### src/rtl/snn_layer_sched.sv
// Time-multiplexed scheduler for one fully-connected SNN layer: a shared 5-input
// spike MAC is walked across all neurons each timestep, with leaky integrate-and-fire.
module snn_layer_sched #(
  parameter int unsigned NUM_NEURONS = 10,
  parameter int unsigned ADDR_W      = 4,
  parameter logic [7:0]  THRESH      = 8'd100,
  parameter logic [7:0]  LEAK        = 8'd1
) (
  input  logic                   clk,
  input  logic                   rst_n,
  input  logic                   start,
  input  logic                   clear,
  input  logic [4:0]             pixels_in,
  output logic [ADDR_W-1:0]      weight_addr,
  input  logic [39:0]            weight_rdata,
  output logic [4:0]             mac_pixels,
  output logic [39:0]            mac_weights,
  input  logic [7:0]             mac_sum,
  output logic                   busy,
  output logic                   done,
  output logic [NUM_NEURONS-1:0] spikes_out
);

  typedef enum logic [1:0] {S_IDLE, S_FETCH, S_ACC, S_DONE} state_t;

  state_t                 r_state;
  logic [ADDR_W-1:0]      r_cnt;
  logic [ADDR_W-1:0]      r_addr;
  logic [4:0]             r_pix;
  logic                   r_busy;
  logic                   r_done;
  logic [NUM_NEURONS-1:0] r_spikes;
  logic [7:0]             r_v [NUM_NEURONS];

  logic [8:0] w_sum;
  logic [7:0] w_sat;
  logic [7:0] w_leaked;
  logic       w_fire;
  logic       w_last;

  // 9-bit add so the carry drives saturation; mac_sum itself is taken as-is (already wrapped).
  always_comb begin
    w_sum    = {1'b0, r_v[r_cnt]} + {1'b0, mac_sum};
    w_sat    = w_sum[8] ? 8'hFF : w_sum[7:0];
    w_leaked = (w_sat >= LEAK) ? (w_sat - LEAK) : '0;
    w_fire   = (w_leaked >= THRESH);
    w_last   = (r_cnt == ADDR_W'(NUM_NEURONS - 1));
  end

  always_ff @(posedge clk or negedge rst_n) begin
    if (!rst_n) begin
      r_state  <= S_IDLE;
      r_cnt    <= '0;
      r_addr   <= '0;
      r_pix    <= '0;
      r_busy   <= 1'b0;
      r_done   <= 1'b0;
      r_spikes <= '0;
      for (int unsigned i = 0; i < NUM_NEURONS; i++) r_v[i] <= '0;
    end else begin
      r_done <= 1'b0;
      case (r_state)
        S_IDLE: begin
          if (clear) begin
            for (int unsigned i = 0; i < NUM_NEURONS; i++) r_v[i] <= '0;
          end
          if (start) begin
            r_pix    <= pixels_in;
            r_spikes <= '0;
            r_cnt    <= '0;
            r_addr   <= '0;
            r_busy   <= 1'b1;
            r_state  <= S_FETCH;
          end
        end
        S_FETCH: r_state <= S_ACC;
        S_ACC: begin
          if (w_fire) begin
            r_spikes[r_cnt] <= 1'b1;
            r_v[r_cnt]      <= '0;
          end else begin
            r_v[r_cnt] <= w_leaked;
          end
          // Address advances with the counter so it is already stable throughout FETCH.
          if (w_last) begin
            r_state <= S_DONE;
          end else begin
            r_cnt   <= r_cnt + 1'b1;
            r_addr  <= r_cnt + 1'b1;
            r_state <= S_FETCH;
          end
        end
        S_DONE: begin
          r_done  <= 1'b1;
          r_busy  <= 1'b0;
          r_state <= S_IDLE;
        end
        default: r_state <= S_IDLE;
      endcase
    end
  end

  assign weight_addr = r_addr;
  assign mac_pixels  = r_pix;
  assign mac_weights = weight_rdata;
  assign busy        = r_busy;
  assign done        = r_done;
  assign spikes_out  = r_spikes;

endmodule

### config.mk
export PLATFORM = sky130hd
export DESIGN_NAME = snn_layer_sched
export DESIGN_NICKNAME = d
export VERILOG_FILES = /design/src/rtl/snn_layer_sched.sv
export SDC_FILE = /design/constraint.sdc
export NUM_CORES = 1
export LEC_CHECK = 0
export ABC_AREA = 0
export BUFFER_PORTS_ARGS = -buffer_cell sky130_fd_sc_hd__buf_2
export CAP_MARGIN = 5
export CORE_MARGIN = 2
export CORE_UTILIZATION = 51
export DETAILED_ROUTE_END_ITERATION = 6
export GPL_TIMING_DRIVEN = 0
export PLACE_DENSITY_LB_ADDON = 0.08
export SYNTH_ARGS = -nofsm -noshare
export SYNTH_HDL_FRONTEND = slang
export SYNTH_SLANG_ARGS = --single-unit
### constraint.sdc
create_clock -name clk -period 5.1 [get_ports clk]
set_clock_uncertainty 0.1 [all_clocks]
set_input_delay 0.255 -clock clk [delete_from_list [all_inputs] [get_ports clk]]
set_output_delay 0.255 -clock clk [all_outputs]
set_load 0.05 [all_outputs]
==> flow_metrics.env, run 1 <==
export IMPL_grt_first_pass_wirelength_um=26700
export IMPL_slew_violations=0
export IMPL_grt_ovfl_total=0
export IMPL_async_flop_share=1.00
export IMPL_avgSynthCellArea_um2=10.4
export IMPL_mostFrequentLayoutCell="dfrtp_1"
export IMPL_hold_class="in -> reg"
export IMPL_ys_types=56
export IMPL_final_seq_area_um2=2580
export IMPL_vias=5254
export IMPL_synthesis_area_um2=6130
export IMPL_worst_pin_slew_ns=1.23
export IMPL_synth_top_area_frac=0.420
export IMPL_diodes=0
export IMPL_holdWs_ns=0.0106
export IMPL_rsz0062_at_grt="no"
export IMPL_root_buffer="clkbuf_16"
export IMPL_die_x_um=114
export IMPL_htreeDepth=3
export IMPL_post_route_util=0.635
export IMPL_p_per_area_nw_per_um2=552
export IMPL_antenna_found_initial=0
export IMPL_num_fill_cells=966
export IMPL_track_usage=0.266
export IMPL_postRouteAntennaNets=0
export IMPL_via_per_inst=6.23
export IMPL_clock_latency_ns=0.35
export IMPL_drt_pre_antenna_iters=4
export IMPL_coreArea_um2=11900
export IMPL_most_common_layout_cells="dfrtp_1, buf_2, nand3_1"
export IMPL_maxCapViolCount=0
export IMPL_detailed_place_hpwl_um=12300
export IMPL_min_period_over_period=0.974
export IMPL_first_iter_violations=338
export IMPL_ys_seq_elements=103
export IMPL_grt_pass1_vias=5058
export IMPL_synth_area_leaders="dfrtp_1, mux4_2, nand3_1"
export IMPL_nets=763
export IMPL_maxSlewHeadroom=0.172
export IMPL_yosys_warnings=0
export IMPL_multi_input_area_um2=3300
export IMPL_place_congestion=0.894
export IMPL_cts_tree="yes"
export IMPL_syn_inst=591
export IMPL_crit_path_end_kind="flop"
export IMPL_finalSetupViolCount=0
export IMPL_drc=0
export IMPL_drive_gt1_frac=0.381
export IMPL_post_drt_wl_per_cell_um=20.4
export IMPL_drt_wl_total_um=17200
export IMPL_timing_final_hold_violations=0
export IMPL_synthFlopType="dfrtp_1"
export IMPL_cp_data_arrival_time_ns=5.10
export IMPL_path_clk_slew_ns=0.07
export IMPL_numPortBuffers=77
export IMPL_synth_area_leader_cell="dfrtp_1"
export IMPL_fin_crit_ns=4.97
export IMPL_floorplan_initialDensity=0.517
export IMPL_die_h_um=114
export IMPL_vdd_drop_max_mv=0.297
export IMPL_die_area_um2=12900
export IMPL_fin_tns_setup_ns=0
export IMPL_area_growth_pct=22.9
export IMPL_numCtsBuffers=9
export IMPL_clock_sinks=103
export IMPL_critPathRequiredTime_ns=5.24
export IMPL_ios=118
export IMPL_p_leak_nw=3.45
export IMPL_grt_max_degree=71
export IMPL_crit_path_max_fanout=10
export IMPL_status="finished clean"
export IMPL_syn_num_nets=663
export IMPL_max_clock_freq_ghz=0.201
export IMPL_ctsLongestPathBuffers=2
export IMPL_synth_edf_count=0
export IMPL_yosysSeqAreaShare=0.420
export IMPL_rows=40
export IMPL_cp_start_kind="flop"
export IMPL_worstSetupPathType="reg -> reg"
[sequential cells by signal (all words and copies together) (netlist names)]
| signal | count |
|---|---|
| r_v | 80 |
| spikes_out | 10 |
| mac_pixels | 5 |
| weight_addr | 4 |
| r_state | 2 |
| busy | 1 |
| done | 1 |
[metrics by stage]
step	total power [mW]	instance area (µm²)	instances	setup WS (ns)
after floorplan	2.52	6160	591	0.0202
final	4.16	7530	843	0.133
after global placement	3.01	6730	815	-0.799
after CTS	3.95	7310	838	0.00150
after global routing	4.37	7530	843	0.000867
after detailed placement	3.05	6760	816	-0.865
[layout make-up]
class,count,share of cell area
clock buffer,12,0.0327
multi-input combinational,395,0.438
sequential,103,0.342
buffer,80,0.0761
clock inverter,4,0.0101
tap,147,0.0244
inverter,9,0.00448
timing repair buffer,93,0.0721
[worst max-delay path: stages, from the launching register on]
cell	delay, ns
dfrtp_2	0.41
clkbuf_16	0.16
buf_12	0.12
buf_4	0.12
mux4_2	0.50
mux2i_1	0.20
o22ai_1	0.19
fa_2	0.48
nand3_1	0.10
a21oi_1	0.10
or2_4	0.28
nor2_2	0.12
inv_2	0.06
buf_8	0.15
ha_2	0.20
or3_1	0.30
or3_1	0.32
nand3_2	0.10
nor2_1	0.08
o21a_4	0.25
buf_8	0.17
o41ai_1	0.32
[routing by layer]
metal | GRT usage | routed length, µm
met1 | 0.359 | 7380
met2 | 0.443 | 8550
met3 | 0.0345 | 954
met4 | 0.102 | 340
met5 | 0 | 0
[synthesized netlist by cell type, types with 8 or more instances]
cell type  number
o41ai_2        13
mux4_2         16
clkbuf_1       28
o41ai_1        18
and3_1         12
o22ai_1         9
dfrtp_1       103
o21ai_0        36
nor2_1         14
ha_1           14
nand2_1        46
a22oi_1         8
mux2i_1        18
a21oi_1        15
o31ai_1        12
o31ai_2         9
inv_1           9
buf_4          40
nand3_1        69
buf_2           8
[power breakdown]
group,switching (mW),leakage (nW),internal (mW)
clock network,0.306,0.153,0.446
registers,0.0715,1.41,0.933
logic,1.61,1.89,0.793
total,1.99,3.45,2.17
[kinds of logic (layout without fill, tap and decap cells)]
family | after synthesis | count (layout) | share of synthesized area
compound gates | 153 | 153 | 0.200
mux | 41 | 41 | 0.101
buf+inv | 93 | 198 | 0.0892
xor+xnor | 6 | 6 | 0.00857
simple gates | 180 | 180 | 0.149
flops | 103 | 103 | 0.420
fa+ha+maj | 15 | 15 | 0.0318
[final timing paths]
| kind | from | to | slack (ns) | cells past startpoint |
|---|---|---|---|---|
| setup reg to reg | weight_addr[0] | r_v[74] | 0.13 | 21 |
| hold / removal | start | weight_addr[3] | 0.01 | 2 |
| setup / recovery | weight_addr[0] | r_v[74] | 0.13 | 21 |
| hold reg to reg | r_v[1] | r_v[1] | 0.39 | 2 |
| max in group asynchronous | rst_n | weight_addr[0] | 3.90 | 3 |
| min in group asynchronous | rst_n | r_v[50] | 0.29 | 2 |
[what timing repair did]
| action | in CTS | in global routing |
|---|---|---|
| pin swaps | 4 | 6 |
| resized for setup | 31 | 32 |
| hold endpoints to repair | 33 | 0 |
| endpoints found under the setup margin | 80 | 80 |
| buffers inserted | 8 | 5 |
| hold buffers | 1 | 0 |
Note: power is estimated with default switching activity, not from simulation.
==> run 2: changes to the inputs <==
Settings changed: ABC_AREA 0 to 1, CORE_UTILIZATION 51 to 62.
Clock period 5.1 ns to 6.34 ns, I/O delays scaled along.
==> run 2 against run 1 <==
  * Worst hold slack improved by 0.031 ns
  * Sequential cell count did not move
  * Non-clock buffer count did not move
  * Synthesized cell count rose by 78%
  * First-iteration DRC count rose to 2.9 times the previous value
  * Utilization rose by 7.7 points
  * Setup slack improved by 0.79 ns
  * Global-route usage rose by 9.8 points
  * Clock-buffer cell count fell by 3
==> flow_metrics.env, run 2 <==
export IMPL_status="finished clean"
export IMPL_synth_area_leaders="dfrtp_1, nand2_1, nand3_1"
export IMPL_crit_path_frequent_cell="nand2_1"
export IMPL_grt_pass1_vias=6863
export IMPL_ctsLongestPathBuffers=2
export IMPL_worstSetupPathType="reg -> reg"
export IMPL_crit_path_end_kind="flop"
export IMPL_fin_tns_setup_ns=0
export IMPL_cp_start_kind="flop"
export IMPL_path_clk_slew_ns=0.07
export IMPL_nets=1214
export IMPL_min_period_over_period=0.855
export IMPL_synth_common_cells="nand2_1, nand3_1, dfrtp_1"
export IMPL_cp_data_arrival_time_ns=5.62
export IMPL_hold_class="in -> reg"
export IMPL_cpPeakStageDelay_ns=0.49
export IMPL_drt_pre_antenna_iters=6
export IMPL_crit_path_max_fanout=10
export IMPL_place_congestion=0.995
export IMPL_cts_tree="yes"
export IMPL_die_x_um=111
export IMPL_post_drt_wl_per_cell_um=17.5
export IMPL_synth_edf_count=0
export IMPL_grt_max_degree=62
export IMPL_drt_wl_total_um=22500
export IMPL_yosysMostFrequentCell="nand2_1"
export IMPL_track_usage=0.364
export IMPL_maxCapViolCount=0
export IMPL_numCtsBuffers=9
export IMPL_drc=0
export IMPL_slew_violations=0
export IMPL_syn_inst=1052
export IMPL_rsz0062_at_grt="no"
export IMPL_synth_area_leader_cell="dfrtp_1"
export IMPL_postRouteAntennaNets=0
export IMPL_max_clock_freq_ghz=0.184
export IMPL_fin_crit_ns=5.42
export IMPL_grt_ovfl_total=0
export IMPL_first_iter_violations=982
export IMPL_synthFlopType="dfrtp_1"
export IMPL_mostFrequentLayoutCell="nand2_1"
export IMPL_yosysSeqAreaShare=0.363
export IMPL_antenna_found_initial=1
export IMPL_most_common_layout_cells="nand2_1, nand3_1, dfrtp_1"
export IMPL_floorplan_initialDensity=0.630
export IMPL_die_area_um2=12300
export IMPL_via_per_inst=5.88
export IMPL_drive_gt1_frac=0.151
export IMPL_clock_sinks=103
export IMPL_async_flop_share=1.00
export IMPL_avgSynthCellArea_um2=6.75
export IMPL_die_h_um=111
export IMPL_vias=7589
export IMPL_detailed_place_hpwl_um=16100
export IMPL_worst_pin_slew_ns=0.852
export IMPL_ios=118
export IMPL_yosys_warnings=0
export IMPL_diodes=0
export IMPL_timing_final_hold_violations=0
export IMPL_finalSetupViolCount=0
export IMPL_coreArea_um2=11300
export IMPL_clock_latency_ns=0.37
export IMPL_crit_slowest_cell="clkbuf_1"
export IMPL_ys_types=32
export IMPL_root_buffer="clkbuf_16"
export IMPL_critPathRequiredTime_ns=6.54
export IMPL_numPortBuffers=77
export IMPL_grt_first_pass_wirelength_um=35200
export IMPL_syn_num_nets=1124
export IMPL_rows=39
export IMPL_area_growth_pct=13.1
export IMPL_htreeDepth=3
export IMPL_maxSlewHeadroom=0.430
export IMPL_synthesis_area_um2=7100
export IMPL_largest_reg_flops=80
export IMPL_ys_seq_elements=103
export IMPL_synth_top_area_frac=0.363
export IMPL_largest_register="r_v"
run 2: cells by family after synthesis:
kind of cell / after synthesis / synth area share
AO/OA/AOI/OAI: 193 / 0.140
flip-flops: 103 / 0.363
AND/OR/NAND/NOR: 542 / 0.334
adder cells (fa/ha/maj): 15 / 0.0275
buffers and inverters: 196 / 0.130
XOR/XNOR: 3 / 0.00476
run 2: final cells by class:
class	instances	area, µm²
Sequential cell	103	2580
Multi-Input combinational cell	753	3600
Buffer	94	539
Fill cell	1002	3240
Clock buffer	9	225
Tap cell	143	179
Clock inverter	7	104
Inverter	102	383
Timing Repair Buffer	79	425
run 2: path summary, 6_finish.rpt:
check                      depth (start not counted)      startpoint  slack [ns]            end
max                                               26  weight_addr[1]        0.92        r_v[40]
min                                                3    pixels_in[1]        0.04  mac_pixels[1]
max reg2reg                                       26  weight_addr[1]        0.92        r_v[40]
min reg2reg                                        2         r_v[46]        0.37        r_v[46]
max in group asynchronous                          3           rst_n        5.01        r_v[50]
min in group asynchronous                          2           rst_n        0.42        r_v[11]
run 2: layer usage:
layer / vias to the layer above / routed length (µm) / share of wire / GRT usage
met2: 515 / 9990 / 0.44 / 0.552
met5: - / 0 / 0 / 0
met3: 91 / 2780 / 0.12 / 0.0935
met4: 0 / 1050 / 0.047 / 0.179
met1: 3409 / 8720 / 0.39 / 0.487
li1: 3574 / - / - / -
run 2: metrics by stage:
stage               hold slack (ns)  std cells  setup slack [ns]   util  area, µm²
finish                       0.0416       1290             0.919  0.713       8030
global route                 0.0546       1290             0.583  0.713       8030
CTS                          0.0451       1290              1.11  0.713       8030
detailed placement            0.255       1273              1.16  0.682       7690
global placement              0.354       1272              1.23  0.680       7660
floorplan                   -0.0786       1052              1.94      -       7100
run 2: critical path: cells and delay by family, from the launching register on:
family          cells  cell delay (ns)
flops               1             0.46
simple gates       16             2.26
buf+inv             5             1.42
compound gates      2             0.18
fa+ha+maj           3             0.90
run 2: timing repair:
item | CTS | global route
resized for setup | 0 | 0
hold buffers | 1 | 0
hold endpoints to repair | 42 | 0
setup buffers | 0 | 0
Power of run 2 is not shown: default switching activity piles up to over one toggle a cycle in this logic, so the estimate is an artifact.
==> run 3: changes to the inputs <==
Settings changed: ABC_AREA 1 to default, CORE_UTILIZATION 62 to 60.
==> run 3 against run 2 <==
  * Utilization fell by 0.69 points
  * Sequential cell count did not move
  * Via count fell by 30%
  * Critical endpoint is now r_v[53]
  * Cell area fell by 13%
  * Largest cell class unchanged
==> flow_metrics.env, run 3 (synthesized netlist as in run 1, its figures left out) <==
export IMPL_status="finished clean"
export IMPL_hold_class="in -> reg"
export IMPL_rsz0062_at_grt="no"
export IMPL_most_common_layout_cells="dfrtp_1, buf_2, nand3_1"
export IMPL_ios=118
export IMPL_busiest_layer="met2"
export IMPL_first_iter_violations=555
export IMPL_numPortBuffers=77
export IMPL_path_clk_slew_ns=0.10
export IMPL_grt_first_pass_wirelength_um=26600
export IMPL_vdd_drop_max_mv=0.325
export IMPL_clock_sinks=103
export IMPL_nets=753
export IMPL_detailed_place_hpwl_um=12400
export IMPL_finalSetupViolCount=0
export IMPL_die_area_um2=11000
export IMPL_maxSlewHeadroom=0.209
export IMPL_critPathRequiredTime_ns=6.49
export IMPL_die_h_um=105
export IMPL_crit_path_max_fanout=10
export IMPL_root_buffer="clkbuf_8"
export IMPL_cts_tree="yes"
export IMPL_grt_pass1_vias=5116
export IMPL_maxCapViolCount=0
export IMPL_p_per_area_nw_per_um2=418
export IMPL_cp_data_arrival_time_ns=6.11
export IMPL_post_drt_wl_per_cell_um=20.2
export IMPL_use_met2=0.519
export IMPL_drc=0
export IMPL_mostFrequentLayoutCell="dfrtp_1"
export IMPL_timing_final_hold_violations=0
export IMPL_fin_crit_ns=5.96
export IMPL_max_clock_freq_ghz=0.168
export IMPL_final_seq_area_um2=2580
export IMPL_numCtsBuffers=9
export IMPL_drt_pre_antenna_iters=5
export IMPL_cp_start_kind="flop"
export IMPL_worstSetupPathType="reg -> reg"
export IMPL_crit_path_end_kind="flop"
export IMPL_worst_pin_slew_ns=1.18
export IMPL_diodes=0
export IMPL_min_period_over_period=0.940
export IMPL_largest_reg_flops=80
export IMPL_slew_violations=0
export IMPL_ctsLongestPathBuffers=2
export IMPL_antenna_found_initial=0
export IMPL_clock_latency_ns=0.38
export IMPL_num_fill_cells=744
export IMPL_place_congestion=0.929
export IMPL_rows=36
export IMPL_holdWs_ns=0.0452
export IMPL_largest_register="r_v"
export IMPL_vias=5336
export IMPL_globalRouteMet1Util=0.397
export IMPL_via_per_inst=6.52
export IMPL_grt_max_degree=56
export IMPL_coreArea_um2=9860
export IMPL_gr_usage_met3=0.0518
export IMPL_area_growth_pct=13.6
export IMPL_drive_gt1_frac=0.309
export IMPL_grt_ovfl_total=0
export IMPL_track_usage=0.307
export IMPL_multi_input_area_um2=3020
export IMPL_htreeDepth=3
export IMPL_p_leak_nw=3.18
export IMPL_cts_setup_buffers=0
export IMPL_drt_wl_total_um=16500
export IMPL_floorplan_initialDensity=0.621
export IMPL_fin_total_pwr_mw=2.91
export IMPL_die_x_um=105
export IMPL_postRouteAntennaNets=0
[run 3: path summary, 6_finish.rpt]
kind	startpoint	end	slack, ns	cells after the start
min	start	weight_addr[2]	0.05	2
max in group asynchronous	rst_n	r_v[14]	5.06	3
max	weight_addr[0]	r_v[53]	0.38	20
max reg2reg	weight_addr[0]	r_v[53]	0.38	20
min reg2reg	r_v[9]	r_v[9]	0.39	2
min in group asynchronous	rst_n	r_v[58]	0.40	2
[run 3: final cells by class]
| type | instances | area share |
|---|---|---|
| inverters | 9 | 0.00485 |
| clock inverters | 4 | 0.00773 |
| multi-input cells | 395 | 0.434 |
| well taps | 133 | 0.0239 |
| flip-flops and latches | 103 | 0.370 |
| plain buffers | 84 | 0.0759 |
| repair buffers | 79 | 0.0611 |
| clock buffers | 12 | 0.0223 |
[run 3: layer usage]
layer / part of all wire / wire (µm)
met1: 0.39 / 6460
met2: 0.50 / 8250
met3: 0.085 / 1400
met4: 0.024 / 393
met5: 0 / 0
[run 3: stage by stage]
| step | worst slack (ns) | util | cells | cell area [µm²] | setup TNS (ns) |
|---|---|---|---|---|---|
| after global placement | -0.486 | 0.677 | 801 | 6680 | -27.82 |
| final | 0.381 | 0.706 | 819 | 6960 | 0 |
| after floorplan | 0.419 | - | 591 | 6130 | 0 |
| after detailed placement | -0.609 | 0.680 | 802 | 6710 | -41.63 |
| after global routing | 0.0289 | 0.706 | 819 | 6960 | 0 |
| after CTS | 0.0140 | 0.703 | 819 | 6940 | 0 |
[run 3: critical path, cell delays in order (launching register included)]
cell and delay [ns]:
dfrtp_1 0.47, buf_6 0.23, buf_4 0.27, mux4_2 0.56
mux2i_1 0.17, o22ai_1 0.14, ha_1 0.40, clkbuf_1 0.23
a21oi_1 0.25, a21oi_1 0.16, or2_2 0.36, nor2_1 0.14
inv_1 0.08, clkbuf_2 0.26, ha_1 0.31, nand2b_1 0.18
a21oi_1 0.20, a41oi_2 0.18, a31oi_1 0.46, clkbuf_1 0.50
o31ai_1 0.16
[run 3: what timing repair did]
item                                   CTS  global route
pin swaps                                0             0
endpoints found under the hold margin   48             0
setup endpoints to repair               80            80
resized for setup                        4            13
hold buffers                             1             0
[run 3: power by group]
group	internal (mW)	switching (mW)
Clock	0.205	0.230
Sequential	0.749	0.0618
Combinational	0.500	1.16
Total	1.45	1.46
